File: src/rtl/mfp_ahb_lite_single_master_if.sv
// Bundle of AHB-Lite bus signals plus the command/response port of the single-master initiator.
// The master modport is the initiator's view; the slave modport is the bus/engine side.
interface mfp_ahb_lite_single_master_if;
   logic [31:0] HADDR;
   logic [2:0]  HBURST;
   logic        HMASTLOCK;
   logic [3:0]  HPROT;
   logic [2:0]  HSIZE;
   logic [1:0]  HTRANS;
   logic [31:0] HWDATA;
   logic        HWRITE;
   logic [31:0] HRDATA;
   logic        HREADY;
   logic        HRESP;

   logic        req_valid;
   logic        req_ready;
   logic [31:0] req_addr;
   logic        req_write;
   logic [2:0]  req_size;
   logic [31:0] req_wdata;

   logic        rsp_valid;
   logic        rsp_ready;
   logic [31:0] rsp_rdata;
   logic        rsp_err;
   logic        rsp_timeout;

   modport master (
      output HADDR, HBURST, HMASTLOCK, HPROT, HSIZE, HTRANS, HWDATA, HWRITE,
      input  HRDATA, HREADY, HRESP,
      input  req_valid, req_addr, req_write, req_size, req_wdata,
      output req_ready,
      output rsp_valid, rsp_rdata, rsp_err, rsp_timeout,
      input  rsp_ready
   );

   modport slave (
      input  HADDR, HBURST, HMASTLOCK, HPROT, HSIZE, HTRANS, HWDATA, HWRITE,
      output HRDATA, HREADY, HRESP,
      output req_valid, req_addr, req_write, req_size, req_wdata,
      input  req_ready,
      input  rsp_valid, rsp_rdata, rsp_err, rsp_timeout,
      output rsp_ready
   );
endinterface

File: src/rtl/mfp_ahb_lite_single_master.sv
// AHB-Lite initiator: one non-burst transfer per accepted command, result returned on a
// held response port. Misaligned/illegal commands are answered with an error and never reach the bus.
module mfp_ahb_lite_single_master #(
   parameter int unsigned TIMEOUT_CYCLES = 256,
   parameter logic [3:0]  HPROT_VALUE    = 4'b0011
) (
   input  logic                                HCLK,
   input  logic                                HRESETn,
   mfp_ahb_lite_single_master_if.master        bus
);
   localparam int unsigned      CNT_W     = (TIMEOUT_CYCLES < 2) ? 1 : $clog2(TIMEOUT_CYCLES + 1);
   localparam logic [CNT_W-1:0] CNT_LIMIT = CNT_W'(TIMEOUT_CYCLES);
   localparam logic [1:0]       HTRANS_IDLE   = 2'b00;
   localparam logic [1:0]       HTRANS_NONSEQ = 2'b10;

   typedef enum logic [1:0] {ST_IDLE, ST_ADDR, ST_DATA, ST_RESP} state_t;

   state_t            state_q, state_d;
   logic [31:0]       haddr_q, haddr_d;
   logic [2:0]        hsize_q, hsize_d;
   logic              hwrite_q, hwrite_d;
   logic [31:0]       hwdata_q, hwdata_d;
   logic [1:0]        htrans_q, htrans_d;
   logic              req_ready_q, req_ready_d;
   logic              rsp_valid_q, rsp_valid_d;
   logic [31:0]       rsp_rdata_q, rsp_rdata_d;
   logic              rsp_err_q, rsp_err_d;
   logic              rsp_timeout_q, rsp_timeout_d;
   logic [CNT_W-1:0]  wait_cnt_q, wait_cnt_d;

   logic              accept;
   logic              req_illegal;
   logic [CNT_W-1:0]  wait_cnt_inc;
   logic              timeout_hit;

   assign accept       = bus.req_valid && req_ready_q;
   assign req_illegal  = (bus.req_size > 3'd2) ||
                         (bus.req_size == 3'd1 && bus.req_addr[0]) ||
                         (bus.req_size == 3'd2 && bus.req_addr[1:0] != 2'b00);
   // A wait cycle that would bring the count to the limit ends the transfer instead.
   assign wait_cnt_inc = wait_cnt_q + 1'b1;
   assign timeout_hit  = (TIMEOUT_CYCLES != 0) && (wait_cnt_inc == CNT_LIMIT);

   always_comb begin
      state_d       = state_q;
      haddr_d       = haddr_q;
      hsize_d       = hsize_q;
      hwrite_d      = hwrite_q;
      hwdata_d      = hwdata_q;
      htrans_d      = htrans_q;
      req_ready_d   = req_ready_q;
      rsp_valid_d   = rsp_valid_q;
      rsp_rdata_d   = rsp_rdata_q;
      rsp_err_d     = rsp_err_q;
      rsp_timeout_d = rsp_timeout_q;
      wait_cnt_d    = wait_cnt_q;

      case (state_q)
         ST_IDLE: begin
            req_ready_d = 1'b1;
            if (accept) begin
               req_ready_d   = 1'b0;
               haddr_d       = bus.req_addr;
               hsize_d       = bus.req_size;
               hwrite_d      = bus.req_write;
               hwdata_d      = bus.req_wdata;
               rsp_rdata_d   = 32'h0;
               rsp_err_d     = 1'b0;
               rsp_timeout_d = 1'b0;
               wait_cnt_d    = '0;
               if (req_illegal) begin
                  state_d     = ST_RESP;
                  rsp_valid_d = 1'b1;
                  rsp_err_d   = 1'b1;
               end else begin
                  state_d  = ST_ADDR;
                  htrans_d = HTRANS_NONSEQ;
               end
            end
         end
         ST_ADDR: begin
            if (bus.HREADY) begin
               state_d  = ST_DATA;
               htrans_d = HTRANS_IDLE;
            end else if (timeout_hit) begin
               state_d       = ST_RESP;
               htrans_d      = HTRANS_IDLE;
               rsp_valid_d   = 1'b1;
               rsp_timeout_d = 1'b1;
            end else begin
               wait_cnt_d = wait_cnt_inc;
            end
         end
         ST_DATA: begin
            if (bus.HREADY) begin
               state_d     = ST_RESP;
               rsp_valid_d = 1'b1;
               rsp_err_d   = bus.HRESP;
               rsp_rdata_d = (!hwrite_q && !bus.HRESP) ? bus.HRDATA : 32'h0;
            end else if (timeout_hit) begin
               state_d       = ST_RESP;
               rsp_valid_d   = 1'b1;
               rsp_timeout_d = 1'b1;
            end else begin
               wait_cnt_d = wait_cnt_inc;
            end
         end
         ST_RESP: begin
            if (bus.rsp_ready) begin
               state_d       = ST_IDLE;
               rsp_valid_d   = 1'b0;
               rsp_err_d     = 1'b0;
               rsp_timeout_d = 1'b0;
               req_ready_d   = 1'b1;
            end
         end
         default: begin
            state_d = ST_IDLE;
         end
      endcase
   end

   always_ff @(posedge HCLK or negedge HRESETn) begin
      if (!HRESETn) begin
         state_q       <= ST_IDLE;
         haddr_q       <= 32'h0;
         hsize_q       <= 3'h0;
         hwrite_q      <= 1'b0;
         hwdata_q      <= 32'h0;
         htrans_q      <= HTRANS_IDLE;
         req_ready_q   <= 1'b0;
         rsp_valid_q   <= 1'b0;
         rsp_rdata_q   <= 32'h0;
         rsp_err_q     <= 1'b0;
         rsp_timeout_q <= 1'b0;
         wait_cnt_q    <= '0;
      end else begin
         state_q       <= state_d;
         haddr_q       <= haddr_d;
         hsize_q       <= hsize_d;
         hwrite_q      <= hwrite_d;
         hwdata_q      <= hwdata_d;
         htrans_q      <= htrans_d;
         req_ready_q   <= req_ready_d;
         rsp_valid_q   <= rsp_valid_d;
         rsp_rdata_q   <= rsp_rdata_d;
         rsp_err_q     <= rsp_err_d;
         rsp_timeout_q <= rsp_timeout_d;
         wait_cnt_q    <= wait_cnt_d;
      end
   end

   assign bus.HADDR       = haddr_q;
   assign bus.HBURST      = 3'b000;
   assign bus.HMASTLOCK   = 1'b0;
   assign bus.HPROT       = HPROT_VALUE;
   assign bus.HSIZE       = hsize_q;
   assign bus.HTRANS      = htrans_q;
   assign bus.HWDATA      = hwdata_q;
   assign bus.HWRITE      = hwrite_q;
   assign bus.req_ready   = req_ready_q;
   assign bus.rsp_valid   = rsp_valid_q;
   assign bus.rsp_rdata   = rsp_rdata_q;
   assign bus.rsp_err     = rsp_err_q;
   assign bus.rsp_timeout = rsp_timeout_q;
endmodule

File: src/flat_wrapper.sv
// flat-port wrapper written by rule: the top's interface ports become plain ports
module mfp_ahb_lite_single_master_flat 
#(
   parameter int unsigned TIMEOUT_CYCLES = 256,
   parameter logic [3:0]  HPROT_VALUE    = 4'b0011
)
  (HCLK, HRESETn, bus_HADDR, bus_HBURST, bus_HMASTLOCK, bus_HPROT, bus_HSIZE, bus_HTRANS, bus_HWDATA, bus_HWRITE, bus_HRDATA, bus_HREADY, bus_HRESP, bus_req_valid, bus_req_addr, bus_req_write, bus_req_size, bus_req_wdata, bus_req_ready, bus_rsp_valid, bus_rsp_rdata, bus_rsp_err, bus_rsp_timeout, bus_rsp_ready);
  mfp_ahb_lite_single_master_if bus_i ();
  input  logic HCLK;
  input  logic HRESETn;
  output wire logic [$bits(bus_i.HADDR)-1:0] bus_HADDR;
  output wire logic [$bits(bus_i.HBURST)-1:0] bus_HBURST;
  output wire logic [$bits(bus_i.HMASTLOCK)-1:0] bus_HMASTLOCK;
  output wire logic [$bits(bus_i.HPROT)-1:0] bus_HPROT;
  output wire logic [$bits(bus_i.HSIZE)-1:0] bus_HSIZE;
  output wire logic [$bits(bus_i.HTRANS)-1:0] bus_HTRANS;
  output wire logic [$bits(bus_i.HWDATA)-1:0] bus_HWDATA;
  output wire logic [$bits(bus_i.HWRITE)-1:0] bus_HWRITE;
  input wire logic [$bits(bus_i.HRDATA)-1:0] bus_HRDATA;
  input wire logic [$bits(bus_i.HREADY)-1:0] bus_HREADY;
  input wire logic [$bits(bus_i.HRESP)-1:0] bus_HRESP;
  input wire logic [$bits(bus_i.req_valid)-1:0] bus_req_valid;
  input wire logic [$bits(bus_i.req_addr)-1:0] bus_req_addr;
  input wire logic [$bits(bus_i.req_write)-1:0] bus_req_write;
  input wire logic [$bits(bus_i.req_size)-1:0] bus_req_size;
  input wire logic [$bits(bus_i.req_wdata)-1:0] bus_req_wdata;
  output wire logic [$bits(bus_i.req_ready)-1:0] bus_req_ready;
  output wire logic [$bits(bus_i.rsp_valid)-1:0] bus_rsp_valid;
  output wire logic [$bits(bus_i.rsp_rdata)-1:0] bus_rsp_rdata;
  output wire logic [$bits(bus_i.rsp_err)-1:0] bus_rsp_err;
  output wire logic [$bits(bus_i.rsp_timeout)-1:0] bus_rsp_timeout;
  input wire logic [$bits(bus_i.rsp_ready)-1:0] bus_rsp_ready;
  assign bus_HADDR = bus_i.HADDR;
  assign bus_HBURST = bus_i.HBURST;
  assign bus_HMASTLOCK = bus_i.HMASTLOCK;
  assign bus_HPROT = bus_i.HPROT;
  assign bus_HSIZE = bus_i.HSIZE;
  assign bus_HTRANS = bus_i.HTRANS;
  assign bus_HWDATA = bus_i.HWDATA;
  assign bus_HWRITE = bus_i.HWRITE;
  assign bus_i.HRDATA = bus_HRDATA;
  assign bus_i.HREADY = bus_HREADY;
  assign bus_i.HRESP = bus_HRESP;
  assign bus_i.req_valid = bus_req_valid;
  assign bus_i.req_addr = bus_req_addr;
  assign bus_i.req_write = bus_req_write;
  assign bus_i.req_size = bus_req_size;
  assign bus_i.req_wdata = bus_req_wdata;
  assign bus_req_ready = bus_i.req_ready;
  assign bus_rsp_valid = bus_i.rsp_valid;
  assign bus_rsp_rdata = bus_i.rsp_rdata;
  assign bus_rsp_err = bus_i.rsp_err;
  assign bus_rsp_timeout = bus_i.rsp_timeout;
  assign bus_i.rsp_ready = bus_rsp_ready;
  mfp_ahb_lite_single_master #(.TIMEOUT_CYCLES(TIMEOUT_CYCLES), .HPROT_VALUE(HPROT_VALUE)) u_core (.HCLK(HCLK), .HRESETn(HRESETn), .bus(bus_i));
endmodule
File: config.mk
export PLATFORM = sky130hd
export DESIGN_NAME = mfp_ahb_lite_single_master_flat
export DESIGN_NICKNAME = d
export VERILOG_FILES = /design/src/rtl/mfp_ahb_lite_single_master_if.sv /design/src/rtl/mfp_ahb_lite_single_master.sv /design/src/flat_wrapper.sv
export SDC_FILE = /design/constraint.sdc
export NUM_CORES = 1
export LEC_CHECK = 0
export BUFFER_PORTS_ARGS = -buffer_cell sky130_fd_sc_hd__buf_4
export CAP_MARGIN = 10
export CORE_MARGIN = 1.5
export CORE_UTILIZATION = 47
export CTS_BUF_LIST = sky130_fd_sc_hd__clkbuf_4 sky130_fd_sc_hd__clkbuf_8 sky130_fd_sc_hd__clkbuf_16
export DETAILED_ROUTE_END_ITERATION = 8
export PLACE_DENSITY = 0.89
export SLEW_MARGIN = 10
export SYNTH_ARGS = -nofsm -noshare
export SYNTH_HDL_FRONTEND = slang
export SYNTH_SLANG_ARGS = --single-unit
File: constraint.sdc
create_clock -name HCLK -period 2.41 [get_ports HCLK]
set_clock_uncertainty 0.05 [all_clocks]
set_input_delay 0.241 -clock HCLK [delete_from_list [all_inputs] [get_ports HCLK]]
set_output_delay 0.241 -clock HCLK [all_outputs]
set_load 0.1 [all_outputs]
After elaboration in Yosys (flattened, before gate mapping)
Cells that the tools add are included.

operators by class
  equality and inequality tests = 16
  mux-type cells = 38
  magnitude comparators = 1
  reduce and logical (&&, ||, !) cells = 25
  add/subtract/negate cells = 1

operator list
  cell                                                                             count
  32-bit two-way mux                                                               3
  32-bit one-hot mux with 2 select lines                                           1
  9-bit two-way mux                                                                3
  2-bit two-way mux                                                                10
  4-bit AND reduction                                                              5
  9-bit one-hot mux with 2 select lines                                            1
  1-bit two-way mux                                                                14
  2-bit inequality test, second input constant                                     6
  2-bit nonzero test                                                               5
  9-bit by 1-bit adder with 9-bit output, second input constant                    1
  9-bit equality test, second input constant                                       1
  2-bit one-hot mux with 4 select lines                                            1
  2-bit by 1-bit inequality test with 1-bit output, second input constant          3
  1-bit one-hot mux with 3 select lines                                            2
  2-bit AND reduction                                                              3
  2-bit equality test, second input constant                                       2
  1-bit logical AND                                                                4
  1-bit one-hot mux with 4 select lines                                            1
  2-bit one-hot mux with 2 select lines                                            1
  3-bit by 1-bit equality test with 1-bit output, second input constant            1
  3-bit by 2-bit equality test with 1-bit output, second input constant            1
  3-bit by 2-bit greater-than comparator with 1-bit output, second input constant  1
  3-bit by 2-bit inequality test with 1-bit output, second input constant          1
  3-bit AND reduction                                                              1
  other kinds (7)                                                                  9

storage, ports and cells
  register bits after elaboration = 117

Depth between registers and ports, before layout
  depth after elaboration = 7
  mapped depth = 9
  mapped depth without buffers = 7

Worst setup path before layout
OpenSTA, ideal clock, no wires.

  kind = flip-flop to flip-flop
  start = register u_core.req_ready_q (netlist: u_core.bus.req_ready)
  end = register u_core.wait_cnt_q[6]
  path buffers = 0
  setup slack = -0.126 ns
  stages on the path, launching flop included = 6
  required time = 2.290 ns
  arrival time = 2.416 ns
  setup time = 0.070 ns
  cell sequence = dfrtp_1 a21bo_2 and3_1 or3b_1 or4_1 nand3_1

on the way
  longest elaborated chain between the ends = 3

ends and longest elaborated chain
  element                                                     line                               source
  start: declaration                                          mfp_ahb_lite_single_master.sv:24   logic req_ready_q, req_ready_d;
  start signal: assignment                                    mfp_ahb_lite_single_master.sv:144  req_ready_q <= req_ready_d;
  1-bit logical AND                                           mfp_ahb_lite_single_master.sv:36   assign accept = bus.req_valid && req_ready_q;
  2-bit by 1-bit inequality test with 1-bit output (no line)  -
  4-bit AND reduction (no line)                               -
  end signal: assignment                                      mfp_ahb_lite_single_master.sv:149  wait_cnt_q <= wait_cnt_d;
  end: declaration                                            mfp_ahb_lite_single_master.sv:29   logic [CNT_W-1:0] wait_cnt_q, wait_cnt_d;

Every way passes these cells.
A chain may end at the register's enable or synchronous reset.

Worst setup path in the final report
  start = register u_core.state_q[1]
  end = register u_core.wait_cnt_q[6]

on the way
  longest elaborated chain between the ends = 4
  elaborated cells between the ends (all ways) = 10

ends and longest elaborated chain
  element                                                                                line                               source
  start: declaration                                                                     mfp_ahb_lite_single_master.sv:18   state_t state_q, state_d;
  start signal: assignment                                                               mfp_ahb_lite_single_master.sv:138  state_q <= state_d;
  2-bit by 1-bit equality test with 1-bit output or 2-bit equality test (tied branches)  mfp_ahb_lite_single_master.sv:58   case (state_q)
  2-bit OR reduction (no line)                                                           -
  2-bit inequality test (no line) or 2-bit nonzero test (tied branches)                  -
  4-bit AND reduction (no line)                                                          -

Parallel ways exist; a longest one is shown, timed or not.

==> reports/metrics.yaml <==
outcome:
  status: "completed"
min_path:
  hp-start: "bus_HREADY"
  hold_depth: 3
  hold_path.class: "in -> reg"
  hold_path_end: "u_core.wait_cnt_q[4]"
logic_synthesis:
  synth.distinct_cells: 47
  yosysWarnings: 0
  ys.flop_type: "dfrtp_1"
  synth_edf_count: 0
  ys_top_cells_by_count: "277 x nand2_1, 116 x dfrtp_1, 39 x nand3_1"
  synth_most_common_cell: "nand2_1"
  async_flop_share: 1.00
  ys_top_cells_by_area: "dfrtp_1 59%, nand2_1 21%, nand3_1 3.9%"
  yosysTopAreaCellShare: 0.586
  netlist_area_um2: 4960
  ys_seq_elements: 116
  synth_area_leader_cell: "dfrtp_1"
  syn_area_per_cell_um2: 8.82
  ys_seq_area_frac: 0.586
  netlist_instances: 562
sta:
  fin_crit_sh: 0.962
  fin_ws_ps: 91.4
  slew_viol_final: 0
  rsz0062_at_grt: "false"
  setup_violations: 0
  slew_headroom: 0.635
  finalSetupTns_ps: 0
  clock.fmax_ghz: 0.431
  min_period_ps: 2320
  worst_slew_pin_slew_ps: 542
  hold_viol_final: 0
setup_path:
  arrival_ps: 2700
  required_ps: 2790
  r2r_start: "u_core.state_q[1]"
  worstSetupEndpointType: "flip-flop"
  critPathMaxFanout: 7
  reg2reg_slack_ps: 90
  reg2reg_depth: 7
  crit_family: "simple AND/OR/NAND/NOR gates"
  cp_cell_sequence: "inv_1 > ha_1 > a21bo_2 > and3_4 > or3b_4 > or4_1 > nand3_1"
  reg2reg_to: "u_core.wait_cnt_q[6]"
  crit_buf_inv: 1
  critical_path.max_stage_delay_ps: 480
  cp_slowest_cell: "or4_1"
  path_class: "reg -> reg"
  start_kind: "flip-flop"
global_routing:
  grt_pass1_wl_um: 26300
  antenna_found_initial: 1
  grt_util_met3: 0.0773
  busiest_layer: "met2"
  grt_max_degree: 43
  grtUsageMet2: 0.557
  grt_use_met1: 0.315
  grt_usage: 0.303
  grt_pass1_vias: 5500
  grt_overflow: 0
drt:
  dr.pass1.iters: 5
  routed_via_density: 5.14
  drt-total-wl_um: 16500
  drc: 0
  antenna_left: 0
  drt_iter0_drc: 392
  wl_per_cell_um: 16.1
  num_vias: 5264
cts:
  clk_path_buf_depth: 2
  h-tree-depth: 4
  cts_buffers: 17
  cts_sinks: 116
  tritoncts: "done"
  cts-root-buf: "clkbuf_8"
  insertion_delay_ps: 500
  clk_pin_slew_ps: 60
final_layout:
  area_delta_synth_final_pct: 67.9
  fin_nets: 986
  drive_gt1_frac: 0.302
  final_cells: 1024
flow_run:
  cap_violations: 0
place:
  placed_cells: 889
  place_ws_ps: 70.3
  io_buffers: 210
  place.gp.congestion: 0.896
  hpwl_um: 9290
floorplanning:
  die-area_um2: 11200
  boundaryPins: 220
  row_count: 37
  initial_core_util: 0.482
  die_w_um: 106
  core_area_um2: 10300
  die_y_um: 106
layout make-up:
| class | instances | area, µm² |
|---|---|---|
| Timing Repair Buffer | 326 | 2720 |
| Tap cell | 136 | 170 |
| Antenna cell | 1 | 2.50 |
| Fill cell | 605 | 1960 |
| Clock buffer | 21 | 469 |
| Clock inverter | 10 | 153 |
| Multi-Input combinational cell | 406 | 1880 |
| Sequential cell | 116 | 2900 |
| Inverter | 8 | 30.0 |
registers in the layout, summed over array words and instances, names as in the netlist, 2 cells and up:
register / count
u_core.wait_cnt_q: 9
u_core.state_q: 2
u_core.bus.HSIZE: 3
u_core.bus.HWDATA: 32
u_core.bus.HADDR: 32
u_core.bus.rsp_rdata: 32
layer usage:
metal  vias to the layer above  wire length [µm]
met5                         -                 0
met2                       241              9030
met4                         0               717
met3                        57               915
met1                      2544              5820
li1                       2422                 -
timing repair:
action	in CTS	in global routing
hold buffers	102	0
setup buffers	0	1
endpoints found under the hold margin	134	0
setup endpoints to repair	0	2
resized for setup	0	4
layout by cell type (no fill, tap or decap), types with 2 or more instances in the layout:
cell type / count
or3_1: 2
ha_1: 5
o21ai_0: 9
o211ai_1: 4
nand2b_1: 3
dfrtp_1: 115
dlygate4sd3_1: 102
buf_4: 223
nand3_1: 38
bufinv_16: 4
a31oi_1: 4
nor3_1: 2
clkbuf_8: 5
and2_1: 2
a221o_1: 2
a21oi_1: 10
conb_1: 9
o22a_1: 3
or4_1: 2
clkbuf_16: 16
nand4_1: 3
o311ai_1: 2
nand2_1: 277
clkinv_2: 5
inv_1: 8
nor2_1: 4
a22oi_1: 2
worst min-delay path, cell delays in order:
cell	delay, ps
buf_4	140
or4_1	140
o22ai_1	90
worst max-delay path by stage:
stage                    startpoint                   end  slack (ps)  cells past startpoint
2_1_floorplan  u_core.bus.req_ready  u_core.wait_cnt_q[6]         180                      5
3_3_place_gp      u_core.state_q[0]  u_core.wait_cnt_q[6]         160                      7
3_5_place_dp      u_core.state_q[0]  u_core.wait_cnt_q[6]          70                      7
4_1_cts           u_core.state_q[0]  u_core.wait_cnt_q[6]          60                      7
5_1_grt           u_core.state_q[1]  u_core.wait_cnt_q[6]           3                      7
6_report          u_core.state_q[1]  u_core.wait_cnt_q[6]          90                      7
kinds of logic (layout without fill, tap and decap cells):
kind of cell,count (synthesis),after routing,synth area share
buffers and inverters,47,365,0.0444
muxes,1,1,0.00303
and+or+nand+nor,346,346,0.292
AOI/OAI and AO/OA,45,45,0.0606
DFF,116,116,0.586
adders and majority gates,5,5,0.0126
other,2,10,0.00152
per-stage QoR:
| stage | instance area [µm²] | hold slack, ps | util |
|---|---|---|---|
| floorplan | 4980 | -105 | - |
| global placement | 6660 | 177 | 0.648 |
| detailed placement | 6660 | 186 | 0.648 |
| CTS | 8300 | 68.4 | 0.808 |
| global route | 8320 | 80.4 | 0.810 |
| finish | 8320 | 98.4 | 0.810 |
Power is not shown: default switching activity piles up to over one toggle a cycle in this logic, so the estimate is an artifact.
